## config.mk

```make
export PLATFORM = sky130hd
export DESIGN_NAME = fir_out_buffer
export DESIGN_NICKNAME = d
export VERILOG_FILES = /design/src/rtl/fir_out_buffer.sv
export SDC_FILE = /design/constraint.sdc
export NUM_CORES = 1
export LEC_CHECK = 0
export BUFFER_PORTS_ARGS = -buffer_cell sky130_fd_sc_hd__buf_2
export CAP_MARGIN = 20
export CORE_MARGIN = 4
export CORE_UTILIZATION = 53
export DETAILED_ROUTE_END_ITERATION = 10
export PLACE_DENSITY = 0.75
export SYNTH_ARGS = -nofsm -noshare
export SYNTH_HDL_FRONTEND = slang
export SYNTH_SLANG_ARGS = --single-unit
export TNS_END_PERCENT = 100
```

## constraint.sdc

```tcl
create_clock -name clk -period 2.6 [get_ports clk]
set_input_delay 0.13 -clock clk [delete_from_list [all_inputs] [get_ports clk]]
set_output_delay 0.13 -clock clk [all_outputs]
set_load 0.03 [all_outputs]
```

## src/rtl/fir_out_buffer.sv

```systemverilog
// Output buffer behind a free-running FIR filter. It is a first-word-fall-through FIFO.
// When the buffer is full and nothing is popped, the incoming sample is dropped and a sticky overflow flag is raised.
module fir_out_buffer #(
  parameter int unsigned DATA_W = 16,
  parameter int unsigned DEPTH  = 4
) (
  input  logic                       clk,
  input  logic                       rst,
  input  logic                       in_valid,
  input  logic [DATA_W-1:0]          in_data,
  output logic                       in_ready,
  output logic                       out_valid,
  output logic [DATA_W-1:0]          out_data,
  input  logic                       out_ready,
  output logic [$clog2(DEPTH):0]     count,
  output logic                       overflow,
  input  logic                       ovf_clr
);

  localparam int unsigned PTR_W = $clog2(DEPTH);
  localparam int unsigned CNT_W = PTR_W + 1;

  logic [DATA_W-1:0] mem_q [DEPTH];
  logic [PTR_W-1:0]  wr_ptr_q, wr_ptr_d;
  logic [PTR_W-1:0]  rd_ptr_q, rd_ptr_d;
  logic [CNT_W-1:0]  count_q, count_d;
  logic              overflow_q, overflow_d;
  logic              full, pop, push, drop;

  // Handshake decode; a pop frees a slot for a same-cycle push when full
  always_comb begin
    full = (count_q == CNT_W'(DEPTH));
    pop  = (count_q != '0) && out_ready;
    push = in_valid && (!full || pop);
    drop = in_valid && !push;
  end

  // Next-state for pointers, occupancy and the sticky flag
  always_comb begin
    wr_ptr_d   = wr_ptr_q;
    rd_ptr_d   = rd_ptr_q;
    count_d    = count_q;
    overflow_d = overflow_q;
    if (push) wr_ptr_d = wr_ptr_q + PTR_W'(1);
    if (pop)  rd_ptr_d = rd_ptr_q + PTR_W'(1);
    if (push && !pop)      count_d = count_q + CNT_W'(1);
    else if (pop && !push) count_d = count_q - CNT_W'(1);
    // A coincident drop beats a clear request
    if (drop)         overflow_d = 1'b1;
    else if (ovf_clr) overflow_d = 1'b0;
  end

  always_ff @(posedge clk) begin
    if (!rst) begin
      wr_ptr_q   <= '0;
      rd_ptr_q   <= '0;
      count_q    <= '0;
      overflow_q <= 1'b0;
    end else begin
      wr_ptr_q   <= wr_ptr_d;
      rd_ptr_q   <= rd_ptr_d;
      count_q    <= count_d;
      overflow_q <= overflow_d;
    end
  end

  // Storage holds no reset; contents are only observable through the valid count
  always_ff @(posedge clk) begin
    if (rst && push) mem_q[wr_ptr_q] <= in_data;
  end

  assign in_ready  = !full || pop;
  assign out_valid = (count_q != '0);
  assign out_data  = mem_q[rd_ptr_q];
  assign count     = count_q;
  assign overflow  = overflow_q;

endmodule

```

==> results.ini <==
[floorplan]
ios=43
core_um2=5170
rows=26
dieArea_um2=6640
die_h_um=81.5
initial_core_util_pct=55.3
fp.dieW_um=81.5

[yosys]
synth-simple-area-share_pct=4.55
synth-adder-area-share_pct=2.89
syn_area_um2=2860
synth_cell_types=26
synthArstFlopShare_pct=0
synth_cells=137
yosysMostFrequentCell=edfxtp_1
syn_nets=164
synth_edf_count=64
netlist.top_cell.by_area=edfxtp_1
synth_top_family_by_area=multiplexers
netlist.area_leader.share_pct=67.2
avgSynthCellArea_um2=20.9
synth_flop_cell=edfxtp_1
ys_ff_latch=74
synth_commonest_cells=edfxtp_1, mux4_2, dfxtp_1
synthTopCellsByArea=edfxtp_1, mux4_2, dfxtp_1
synth_mux_area_share_pct=13.6
synth_compound_area_share_pct=1.36
synth-xor-area-share_pct=1.22
yosysWarnings=0
yosysSeqAreaShare_pct=74.2

[clocking]
cts-resized-gates=0
cts_max_path_buffers=2
clkSlewWorstSetupHoldPaths_ns=0.07
cts.sink_count=74
worstSkewPairLatency_ns=0.33
cts_tree=built
htree_levels=3
cts_setup_buffers=0
numCtsBuffers=9
clock-root-buffer=clkbuf_8
cts_hold_buffers=9

[sta]
period_needed_ns=2.30
rsz0062_at_grt=no
setup_tns_ns=0
setup_violations=0
finalHoldViolCount=0
fmax_ghz=0.435
slew_violations=0
finalClockSkew_ns=0.00682
whs_ns=0.0152
maxSlewHeadroom_pct=47.4
finalWorstSetupSlack_ns=0.303
finalCritPeriodShare_pct=88.3
tightest_slew_ns=0.787

[setup_path]
end_kind=flop
critical_path_arrival_ns=2.56
reg2reg_slack_ns=0.30
path_class=flop to flop
r2r_cells=8
crit_path_max_fanout=7
r2r_end=count[2]
worst_setup_path_start_kind=flop
r2r_start=count[0]
worstPathRequired_ns=2.87

[pwr]
pwr-share-seq_pct=47.3
power_density_nw_per_um2=929
total_power_mw=3.17
p_leak_nw=1.23
clockPowerShare_pct=24.3
switching_power_mw=1.00
ir_worst_vdd_mv=0.636
pwr-share-comb_pct=28.5
swShare_pct=31.6
p_int_mw=2.17

[drt]
drc=0
drtAntennaViolNets=0
drt-initial-drc-count=56
first_pass_iters=5
vias=1407
drt-total-wl_mm=4.66
vias_per_cell=5.15
wl_per_cell_um=17.1

[global_route]
grt_pass1_wl_mm=7.56
gr-total-overflow=0
antenna_found_initial=0
grt_usage_pct=16.2
grt_pass1_vias=1511
grt_max_degree=17

[job]
max-cap-violations=0

[place]
numPortBuffers=42
dp_hpwl_mm=3.07
gp_congestion=0.765
post-place-ws_ns=0.310

[layout]
nets=225
num-fill-cells=370
diodes=0
drive_above_1_share_pct=39.9
syn2layout_area_growth_pct=19.3
post-route-util_pct=66.0

[worst_hold_path]
hp-start=in_data[8]
min_to=mem_q[0][8]
worst_hold_path.num_cells=1
hp-class=input pin to flop

[run_status]
status=complete, no violations

-- metal layers --
layer / global-route usage [%] / routed length (um) / share of wire (%) / vias to the layer above
met2: 26.5 / 2470 / 53 / 34
met4: 8.11 / 87 / 1.9 / 0
met3: 4.71 / 214 / 4.6 / 8
met5: 0 / 0 / 0 / -
li1: - / - / - / 661
met1: 19.7 / 1880 / 40 / 704
-- final cells by class --
| type | instances | area [um2] | share of cell area, % |
|---|---|---|---|
| clock inverters | 3 | 15.0 | 0.440 |
| well taps | 70 | 87.6 | 2.57 |
| clock buffers | 13 | 159 | 4.66 |
| inverters | 4 | 15.0 | 0.440 |
| multi-input cells | 53 | 677 | 19.8 |
| repair buffers | 56 | 338 | 9.90 |
| flip-flops and latches | 74 | 2120 | 62.2 |
-- logic make-up after synthesis --
| family | count (synthesis) |
|---|---|
| mux | 19 |
| simple gates | 19 |
| flops | 74 |
| fa+ha+maj | 6 |
| xor+xnor | 4 |
| buf+inv | 10 |
| compound gates | 5 |
-- state kept, by name, indices dropped and copies added (netlist names), named ones only --
register,cells
mem_q,64
count,3
rd_ptr_q,2
wr_ptr_q,2
overflow,1
-- stage by stage --
stage,area [um2],std cells
3_5_place_dp,3150,248
5_1_grt,3410,273
4_1_cts,3410,273
3_3_place_gp,3150,248
2_1_floorplan,2860,137
6_report,3410,273
-- power groups by stage --
stage                     Combinational, mW  Sequential, mW  Clock (mW)
after floorplan                       0.702            1.51           0
after global placement                0.883            1.51           0
after detailed placement              0.907            1.53           0
after CTS                             0.921            1.50       0.789
after global routing                  0.974            1.52       0.854
final                                 0.902            1.50       0.770
-- how the worst max path moves through the flow --
stage | startpoint | to | slack (ns)
6_report | count[0] | count[2] | 0.30
2_1_floorplan | count[0] | count[2] | 0.37
3_3_place_gp | count[0] | count[2] | 0.47
3_5_place_dp | count[0] | count[2] | 0.31
4_1_cts | count[0] | count[2] | 0.29
5_1_grt | count[0] | count[2] | 0.16
-- critical path, stage by stage (launching register included) --
cell and delay [ns]:
dfxtp_1 0.54, nor4b_4 0.10, nor2b_2 0.28, ha_1 0.25
inv_1 0.06, fa_1 0.37, xor2_1 0.16, or3_1 0.32
a21boi_1 0.15
-- layout by cell type (no fill, tap or decap), types with 2 or more instances in the layout --
master,n
edfxtp_1,64
buf_2,42
mux4_2,16
clkbuf_8,11
dfxtp_1,10
dlygate4sd3_1,9
ha_1,5
buf_4,5
inv_1,4
and3_1,4
and2_1,4
nand2_1,4
xnor2_1,3
mux2i_1,3
nor2b_1,3
clkinv_2,3
clkbuf_1,2
No activity file was read; power rests on OpenSTA's default activity.
